**src/rtl/access_pkg.sv**
```systemverilog
// Shared types and default timing constants for the access sequencer.
// Holds the FSM state encoding and the timer width helper.
package access_pkg;

    localparam int unsigned STATE_W          = 3;
    localparam int unsigned GRANT_CYCLES_DEF = 8;
    localparam int unsigned LOCK_CYCLES_DEF  = 16;
    localparam int unsigned MAX_FAIL_DEF     = 3;

    typedef enum logic [STATE_W-1:0] {
        ST_IDLE    = 3'd0,
        ST_LATCH   = 3'd1,
        ST_CHECK   = 3'd2,
        ST_GRANTED = 3'd3,
        ST_DENIED  = 3'd4,
        ST_LOCKED  = 3'd5
    } state_e;

    // Bits needed to hold n-1, never less than one bit.
    function automatic int unsigned timer_width(input int unsigned n);
        return (n < 2) ? 1 : $clog2(n);
    endfunction

endpackage

```
**src/rtl/window_timer.sv**
```systemverilog
// Loadable down-counter with a zero flag; shared by the grant and lockout windows.
module window_timer #(
    parameter int unsigned WIDTH = 4
) (
    input  logic             clk_i,
    input  logic             rst_i,
    input  logic             load_i,
    input  logic [WIDTH-1:0] load_val_i,
    input  logic             dec_i,
    output logic             zero_o
);

    logic [WIDTH-1:0] count_q;
    logic [WIDTH-1:0] count_d;

    always_comb begin
        count_d = count_q;
        if (load_i) begin
            count_d = load_val_i;
        end else if (dec_i && (count_q != '0)) begin
            count_d = count_q - WIDTH'(1);
        end
    end

    always_ff @(posedge clk_i) begin
        if (rst_i) begin
            count_q <= '0;
        end else begin
            count_q <= count_d;
        end
    end

    assign zero_o = (count_q == '0);

endmodule

```
**src/rtl/access_sequencer.sv**
```systemverilog
// Authentication sequencer: latches a user code, waits for the external decoder,
// then opens a timed access window or counts a denial, locking out after repeated failures.
//
// state   | meaning
// IDLE    | waiting for REQ
// LATCH   | user code captured, decoder settling
// CHECK   | decoder result sampled
// GRANTED | access window open, timer running
// DENIED  | single-cycle denial pulse
// LOCKED  | lockout window, timer running
module access_sequencer
    import access_pkg::*;
#(
    parameter int unsigned GRANT_CYCLES = GRANT_CYCLES_DEF,
    parameter int unsigned LOCK_CYCLES  = LOCK_CYCLES_DEF,
    parameter int unsigned MAX_FAIL     = MAX_FAIL_DEF
) (
    input  logic       CLK,
    input  logic       RST,
    input  logic       REQ,
    input  logic [2:0] U_IN,
    input  logic       REL,
    output logic [2:0] AU_U,
    input  logic [2:0] AU_CK,
    input  logic       AU_V,
    output logic       ACK,
    output logic       GRANT,
    output logic [2:0] PROFILE,
    output logic       DENY,
    output logic       LOCK,
    output logic       BUSY
);

    localparam int unsigned WIN_MAX = (GRANT_CYCLES > LOCK_CYCLES) ? GRANT_CYCLES : LOCK_CYCLES;
    localparam int unsigned TIMER_W = timer_width(WIN_MAX);

    state_e       state_q;
    logic [2:0]   au_u_q;
    logic         ack_q;
    logic         grant_q;
    logic [2:0]   profile_q;
    logic         deny_q;
    logic         lock_q;
    logic [1:0]   fail_q;

    logic               fail_last;
    logic               timer_load;
    logic [TIMER_W-1:0] timer_load_val;
    logic               timer_dec;
    logic               timer_zero;

    assign fail_last = (({1'b0, fail_q} + 3'd1) == 3'(MAX_FAIL));

    always_comb begin
        timer_load     = (state_q == ST_CHECK) && (AU_V || fail_last);
        timer_load_val = AU_V ? TIMER_W'(GRANT_CYCLES - 1) : TIMER_W'(LOCK_CYCLES - 1);
        timer_dec      = (state_q == ST_GRANTED) || (state_q == ST_LOCKED);
    end

    window_timer #(
        .WIDTH (TIMER_W)
    ) u_window_timer (
        .clk_i      (CLK),
        .rst_i      (RST),
        .load_i     (timer_load),
        .load_val_i (timer_load_val),
        .dec_i      (timer_dec),
        .zero_o     (timer_zero)
    );

    always_ff @(posedge CLK) begin
        if (RST) begin
            state_q   <= ST_IDLE;
            au_u_q    <= '0;
            ack_q     <= 1'b0;
            grant_q   <= 1'b0;
            profile_q <= '0;
            deny_q    <= 1'b0;
            lock_q    <= 1'b0;
            fail_q    <= '0;
        end else begin
            ack_q  <= 1'b0;
            deny_q <= 1'b0;
            case (state_q)
                ST_IDLE: begin
                    if (REQ) begin
                        au_u_q  <= U_IN;
                        ack_q   <= 1'b1;
                        state_q <= ST_LATCH;
                    end
                end
                ST_LATCH: state_q <= ST_CHECK;
                ST_CHECK: begin
                    if (AU_V) begin
                        grant_q   <= 1'b1;
                        profile_q <= AU_CK;
                        fail_q    <= '0;
                        state_q   <= ST_GRANTED;
                    end else if (fail_last) begin
                        // lockout replaces the denial pulse
                        fail_q  <= '0;
                        lock_q  <= 1'b1;
                        state_q <= ST_LOCKED;
                    end else begin
                        fail_q  <= fail_q + 2'd1;
                        deny_q  <= 1'b1;
                        state_q <= ST_DENIED;
                    end
                end
                ST_GRANTED: begin
                    if (timer_zero || REL) begin
                        grant_q   <= 1'b0;
                        profile_q <= '0;
                        state_q   <= ST_IDLE;
                    end
                end
                ST_DENIED: state_q <= ST_IDLE;
                ST_LOCKED: begin
                    if (timer_zero) begin
                        lock_q  <= 1'b0;
                        state_q <= ST_IDLE;
                    end
                end
                default: state_q <= ST_IDLE;
            endcase
        end
    end

    assign AU_U    = au_u_q;
    assign ACK     = ack_q;
    assign GRANT   = grant_q;
    assign PROFILE = profile_q;
    assign DENY    = deny_q;
    assign LOCK    = lock_q;
    assign BUSY    = (state_q != ST_IDLE);

endmodule

```
**config.mk**
```make
export PLATFORM = sky130hd
export DESIGN_NAME = access_sequencer
export DESIGN_NICKNAME = d
export VERILOG_FILES = /design/src/rtl/access_pkg.sv /design/src/rtl/window_timer.sv /design/src/rtl/access_sequencer.sv
export SDC_FILE = /design/constraint.sdc
export NUM_CORES = 1
export LEC_CHECK = 0
export BUFFER_PORTS_ARGS = -buffer_cell sky130_fd_sc_hd__buf_2
export CAP_MARGIN = 40
export CORE_MARGIN = 4
export CORE_UTILIZATION = 53
export CTS_BUF_LIST = sky130_fd_sc_hd__clkbuf_2 sky130_fd_sc_hd__clkbuf_4 sky130_fd_sc_hd__clkbuf_8
export DETAILED_ROUTE_END_ITERATION = 10
export GPL_ROUTABILITY_DRIVEN = 0
export GPL_TIMING_DRIVEN = 0
export PLACE_DENSITY = 0.8
export SYNTH_ARGS = -nofsm -noshare
export SYNTH_HDL_FRONTEND = slang
export SYNTH_SLANG_ARGS = --single-unit
export TNS_END_PERCENT = 30
```
**constraint.sdc**
```tcl
create_clock -name CLK -period 2.15 [get_ports CLK]
set_input_delay 0.1075 -clock CLK [delete_from_list [all_inputs] [get_ports CLK]]
set_output_delay 0.1075 -clock CLK [all_outputs]
set_load 0.01 [all_outputs]
```
==> results of run 1 <==
report_power, final:
| group | switching [mW] | total, mW | internal (mW) |
|---|---|---|---|
| registers | 0.0183 | 0.396 | 0.378 |
| logic | 0.0965 | 0.176 | 0.0793 |
| clock network | 0.105 | 0.190 | 0.0850 |
| total | 0.220 | 0.762 | 0.542 |
layer usage:
| metal | wire (um) | vias up |
|---|---|---|
| li1 | - | 374 |
| met1 | 790 | 335 |
| met2 | 759 | 19 |
| met3 | 77 | 4 |
| met4 | 40 | 0 |
| met5 | 0 | - |
registers in the layout (all words and copies together), names as in the netlist:
signal and flops:
u_window_timer.count_q 4, AU_U 3, PROFILE 3, state_q 3
fail_q 2, ACK 1, DENY 1, GRANT 1
LOCK 1
how the worst min path moves through the flow:
| stage | slack (ns) | end | from | cells past startpoint |
|---|---|---|---|---|
| floorplan | 0.24 | PROFILE[0]$_SDFFE_PP0P_ | AU_CK[0] | 1 |
| global route | 0.03 | PROFILE[1]$_SDFFE_PP0P_ | AU_CK[1] | 2 |
| global placement | 0.33 | PROFILE[1]$_SDFFE_PP0P_ | AU_CK[1] | 2 |
| CTS | 0.02 | PROFILE[1]$_SDFFE_PP0P_ | AU_CK[1] | 2 |
| finish | 0.03 | PROFILE[1]$_SDFFE_PP0P_ | AU_CK[1] | 2 |
| detailed placement | 0.33 | PROFILE[1]$_SDFFE_PP0P_ | AU_CK[1] | 2 |
kinds of logic after synthesis:
kind of cell	after synthesis	share of synthesized area
DFF	19	0.442
adders and majority gates	1	0.0146
buffers and inverters	7	0.0451
and+or+nand+nor	37	0.255
AOI/OAI and AO/OA	20	0.154
xor gates and xnor gates	4	0.0408
muxes	4	0.0480
cells in the mapped netlist, types with 2 or more instances:
cell type	count	area, um2
a21oi_1	8	40.0
mux2i_1	3	30.0
xor2_1	2	17.5
nor3_1	3	15.0
nor3b_1	4	30.0
inv_1	2	7.51
nand3b_1	2	15.0
dfxtp_1	19	380
a22o_1	3	26.3
nand3_1	3	15.0
or3b_1	2	17.5
clkbuf_1	2	7.51
nor2b_1	3	18.8
xnor2_1	2	17.5
a22oi_1	3	22.5
nor2_1	13	48.8
final cells by class:
cell class / count / area (um2)
inverters: 2 / 7.51
well taps: 16 / 20.0
flip-flops and latches: 19 / 380
multi-input cells: 66 / 440
fillers: 132 / 514
clock buffers: 4 / 30.0
repair buffers: 20 / 100
plain buffers: 5 / 31.3
==> reports/metrics.cfg, run 1 <==
[logic_synthesis]
async_flop_share = 0
avgSynthCellArea_um2 = 9.34
yosysSeqAreaShare = 0.443
syn-num-nets = 104
syn-cell-area_um2 = 860
ys_warn_count = 0
synth_cell_types = 34
synthFlopType = dfxtp_1
ys_ff_latch = 19
synth-edff-count = 0
synthCells = 92

[clock_tree]
clk_latency_ns = 0.30
postCtsSetupRepairBufs = 0
root_buffer = clkbuf_4
cts_buffers = 3
ctsResizeCount = 0
clockBufferDepth = 2
cts_sinks = 19
cts_tree = built
cts.reportedPaths.clkPinSlew_ns = 0.10
cts_max_level = 1
cts_hold_buf = 0

[worst_setup_path]
crit_path_start_kind = flip-flop
r2r-end = u_window_timer.count_q[1]$_SDFFE_PP0P_
worstPathArrival_ns = 1.95
required_ns = 2.38
cp_top_family = simple AND/OR/NAND/NOR gates
crit_path_max_incr_delay_ns = 0.44
worst-path-buf-inv = 1
slowest_stage = or3b_1
ff2ff_path_depth = 6
path_depth = 6
r2r_slack_ns = 0.44
crit_fanout = 5
worstSetupPathType = flip-flop to flip-flop
crit_start = u_window_timer.count_q[0]$_SDFFE_PP0P_
crit_path_end = u_window_timer.count_q[1]$_SDFFE_PP0P_
crit_path_cell_trace = inv_1 -> ha_1 -> or3b_1 -> nand3_2 -> mux2_1 -> a21oi_1
crit_path_end_kind = flip-flop
r2r_start = u_window_timer.count_q[0]$_SDFFE_PP0P_

[power_and_ir_drop]
p_total_mw = 0.762
power_leakage_nw = 0.460
ir_worst_vdd_uv = 436
powerDensity_nw_per_um2 = 754

[placed_design]
place_ws_ns = 0.457
hpwlAfterDp_um = 1330
dp.cells = 128
numPortBuffers = 20
placed_cell_area_um2 = 980

[routing]
wirelength_um = 1670
ant_nets = 0
vias = 732
drc = 0
vias_per_cell = 5.55
wl_per_cell_um = 12.6
drtIter0Drc = 12
firstDrtPassIters = 4

[flow_run]
cap_viol_max_count = 0

[finish]
n_antenna_cell = 0
final_area_um2 = 1010
layout.cells.non_filler = 132
nets = 129
final_common_cell = buf_2
layout_common_cells = buf_2, dfxtp_1, nor2_1
fin_util = 0.663
syn_to_final_growth_pct = 17.5
drive_gt1_frac = 0.259

[global_routing]
grt_pass1_wl_um = 2670
grt.met3_usage = 0.0221
top_usage_layer = met2
grt_overflow = 0
grt_use_met2 = 0.258
antenna_found_initial = 0
grt_pass1_vias = 643
grt_max_degree = 11
grt_usage = 0.163
met1_usage = 0.210

[die]
num_io_pins = 22
die_h_um = 48.3
die_w_um = 48.3
die-area_um2 = 2330
core_area_um2 = 1520
initial_core_util = 0.564
row_count = 14

[sta]
setup_viol = 0
hold_ws_ns = 0.0268
period_share = 0.796
tightest_slew_ns = 0.452
hold_viol_final = 0
slew_headroom = 0.696
fin_ws_ns = 0.438
rsz0062_at_grt = no
slew_viol_final = 0
finClkSkew_ns = 0.00197
fin_crit_ns = 1.71
fmax_ghz = 0.584
tns_ns = 0

[run_status]
status = finished clean

[hold_path]
hp-class = input pin to flip-flop

(Power assumes the default switching activity.)
==> inputs of run 2 (changes only) <==
--- a/config.mk
+++ b/config.mk
@@ -5,15 +5,16 @@
 export SDC_FILE = /design/constraint.sdc
 export NUM_CORES = 1
 export LEC_CHECK = 0
+export ABC_AREA = 1
 export BUFFER_PORTS_ARGS = -buffer_cell sky130_fd_sc_hd__buf_2
 export CAP_MARGIN = 40
 export CORE_MARGIN = 4
-export CORE_UTILIZATION = 53
+export CORE_UTILIZATION = 48
 export CTS_BUF_LIST = sky130_fd_sc_hd__clkbuf_2 sky130_fd_sc_hd__clkbuf_4 sky130_fd_sc_hd__clkbuf_8
 export DETAILED_ROUTE_END_ITERATION = 10
 export GPL_ROUTABILITY_DRIVEN = 0
 export GPL_TIMING_DRIVEN = 0
-export PLACE_DENSITY = 0.8
+export PLACE_DENSITY = 0.76
 export SYNTH_ARGS = -nofsm -noshare
 export SYNTH_HDL_FRONTEND = slang
 export SYNTH_SLANG_ARGS = --single-unit
==> constraint.sdc (replaced) <==
create_clock -name CLK -period 1.53 [get_ports CLK]
set_input_delay 0.0765 -clock CLK [delete_from_list [all_inputs] [get_ports CLK]]
set_output_delay 0.0765 -clock CLK [all_outputs]
set_load 0.01 [all_outputs]
==> run 2 against run 1 <==
Net effect: sequential share of layout area fell by 1.6 points; maximum frequency grew 24%; combinational power up 52%; critical endpoint is now u_window_timer.count_q[3]$_SDFFE_PP0P_; highest routed layer unchanged; setup slack worse by 0.29 ns; total power up 43%; synthesized cell count grew 37%; critical path depth up 2; non-clock buffer count down 2.
==> reports/metrics.cfg, run 2 <==
[run_status]
status = finished clean

[die]
die_h_um = 50.8  ; +5.3%
core_area_um2 = 1730  ; +13%
row_count = 15  ; +1
num_io_pins = 22  ; unchanged
die_w_um = 50.8  ; +5.3%
initial_core_util = 0.510  ; -0.0539
die-area_um2 = 2580  ; +11%

[finish]
largest_reg_flops = 4  ; unchanged
n_antenna_cell = 0  ; unchanged
final_common_cell = nand2_1
layout_common_cells = nand2_1, buf_2, dfxtp_1
final_area_um2 = 1050  ; +4.5%
syn_to_final_growth_pct = 19.7
nets = 165  ; +28%
drive_gt1_frac = 0.224  ; -0.0349
largest_register = u_window_timer.count_q

[worst_setup_path]
crit_start = u_window_timer.count_q[0]$_SDFFE_PP0P_
crit_path_start_kind = flip-flop
r2r_start = u_window_timer.count_q[0]$_SDFFE_PP0P_
required_ns = 1.75  ; -0.63 ns
crit_fanout = 5  ; unchanged
worstSetupPathType = flip-flop to flip-flop
crit_path_end_kind = flip-flop
worstPathArrival_ns = 1.60  ; -0.35 ns

[power_and_ir_drop]
powerDensity_nw_per_um2 = 1030  ; +37%
power_leakage_nw = 0.508  ; +10%
ir_worst_vdd_uv = 626  ; +43%

[placed_design]
placed_cell_area_um2 = 1020  ; +3.8%
numPortBuffers = 21  ; +5.0%
hpwlAfterDp_um = 1410  ; +6.3%

[logic_synthesis]
async_flop_share = 0  ; unchanged
synth-edff-count = 0  ; unchanged
synthCells = 126  ; +37%
syn-num-nets = 138  ; +33%
yosysSeqAreaShare = 0.432  ; -0.0107
ys_warn_count = 0  ; unchanged
avgSynthCellArea_um2 = 6.99  ; -25%
syn-cell-area_um2 = 881  ; +2.5%
yosys.area.top_type = dfxtp_1
post-synth-top-count-cell = nand2_1
synth_top_area_frac = 0.432  ; -0.0107
synth_cell_types = 20  ; -41%
synthFlopType = dfxtp_1
ys_ff_latch = 19  ; unchanged
synth_common_cells = nand2_1, dfxtp_1, inv_1, a21oi_1, nor2_1
synthTopCellsByArea = dfxtp_1, nand2_1, a21oi_1, inv_1, nand3_1

[global_routing]
grt_max_degree = 12  ; +1
grt.met3_usage = 0.0262  ; +0.00410
top_usage_layer = met2
grt_pass1_wl_um = 3460  ; +30%
met1_usage = 0.220  ; +0.0104
grt_usage = 0.175  ; +0.0129
grt_pass1_vias = 821  ; +28%
antenna_found_initial = 0  ; unchanged
grt_use_met2 = 0.296  ; +0.0378
grt_overflow = 0  ; unchanged

[sta]
finClkSkew_ns = 0.0171  ; +0.0152 ns
fmax_ghz = 0.723  ; +24%
fin_crit_ns = 1.38  ; -0.329 ns
slew_viol_final = 0  ; unchanged
period_share = 0.904  ; +0.108
slew_headroom = 0.715  ; +0.0190
tns_ns = 0  ; unchanged
setup_viol = 0  ; unchanged
rsz0062_at_grt = yes
tightest_slew_ns = 0.427  ; -0.0255 ns
hold_viol_final = 0  ; unchanged

[flow_run]
cap_viol_max_count = 0  ; unchanged

[routing]
firstDrtPassIters = 4  ; unchanged
drtIter0Drc = 14  ; +2
vias = 863  ; +18%
drc = 0  ; unchanged
wl_per_cell_um = 10.7  ; -15%
ant_nets = 0  ; unchanged
vias_per_cell = 4.88  ; -12%
wirelength_um = 1900  ; +14%

[hold_path]
worst_hold_startpoint = AU_CK[2]
hp-class = input pin to flip-flop

[clock_tree]
postCtsSetupRepairBufs = 0  ; unchanged
root_buffer = clkbuf_4
cts_buffers = 3  ; unchanged
cts_sinks = 19  ; unchanged
cts_max_level = 1  ; unchanged
clk_latency_ns = 0.30  ; about the same
cts_tree = built
clockBufferDepth = 2  ; unchanged
ctsResizeCount = 0  ; unchanged
cts.reportedPaths.clkPinSlew_ns = 0.12  ; +0.02 ns

-- run 2: cell count changes after synthesis, moves of 4 or more --
| cell | delta |
|---|---|
| inv_1 | +14 |
| a21oi_1 | +6 |
| nand3_1 | +5 |
| nor3b_1 | -4 |
| nand2_1 | +38 |
-- run 2: power by group --
part / switching (mW) / total, mW / leakage (nW) / internal [mW]
logic: 0.161 / 0.268 / 0.336 / 0.107
registers: 0.0347 / 0.567 / 0.155 / 0.532
clock network: 0.155 / 0.253 / 0.0177 / 0.0974
total: 0.351 / 1.09 / 0.508 / 0.737
-- run 2: worst paths after layout --
path / slack (ns) / depth (start not counted) / end
worst max-delay path: 0.15 / 8 / u_window_timer.count_q[3]$_SDFFE_PP0P_
worst min-delay path: 0.008 / 3 / PROFILE[2]$_SDFFE_PP0P_
worst max register to register: 0.15 / 8 / u_window_timer.count_q[3]$_SDFFE_PP0P_
worst min register to register: 0.47 / 2 / AU_U[1]$_SDFFE_PP0P_
-- run 2: stage by stage --
| step | instances | power (mW) | utilization | hold WS, ns | worst slack (ns) |
|---|---|---|---|---|---|
| 3_3_place_gp | 172 | 0.830 | 0.589 | 0.303 | 0.217 |
| 5_1_grt | 177 | 1.16 | 0.611 | 0.0177 | -0.00397 |
| 2_1_floorplan | 126 | 0.765 | - | 0.146 | 0.324 |
| 6_report | 177 | 1.09 | 0.611 | 0.00790 | 0.147 |
| 4_1_cts | 177 | 1.09 | 0.611 | 0.00998 | 0.140 |
| 3_5_place_dp | 172 | 0.841 | 0.589 | 0.302 | 0.151 |
-- run 2: cell type report --
| type | count | area (um2) |
|---|---|---|
| tap | 25 | 31.3 |
| fill | 163 | 672 |
| multi-input combinational | 88 | 429 |
| sequential | 19 | 380 |
| timing repair buffer | 22 | 115 |
| clock buffer | 3 | 22.5 |
| inverter | 18 | 67.6 |
| clock inverter | 1 | 5.00 |
| buffer | 1 | 3.75 |
-- run 2: logic make-up after synthesis --
logic type / Yosys count / share of synthesized area
flip-flops: 19 / 0.432
adder cells (fa/ha/maj): 1 / 0.0142
AO/OA/AOI/OAI: 20 / 0.118
AND/OR/NAND/NOR: 66 / 0.345
XOR/XNOR: 1 / 0.00994
buffers and inverters: 19 / 0.0810
-- run 2: repair_timing --
| action | in CTS | in global routing |
|---|---|---|
| endpoints found under the setup margin | 0 | 1 |
| hold endpoints to repair | 3 | 0 |
| hold buffers | 1 | 0 |
-- run 2: worst max-delay path: stages, from the launching register on --
cell     delay [ns]
dfxtp_1        0.37
inv_1          0.08
ha_1           0.22
nand2_1        0.15
nand3_2        0.16
nand2_2        0.13
inv_1          0.05
nor2_1         0.09
nor2_1         0.04
-- run 2: layer usage --
metal	share of wire	routed length, um
met5	0	0
met4	0.017	33
met3	0.052	99
met2	0.49	931
met1	0.44	835
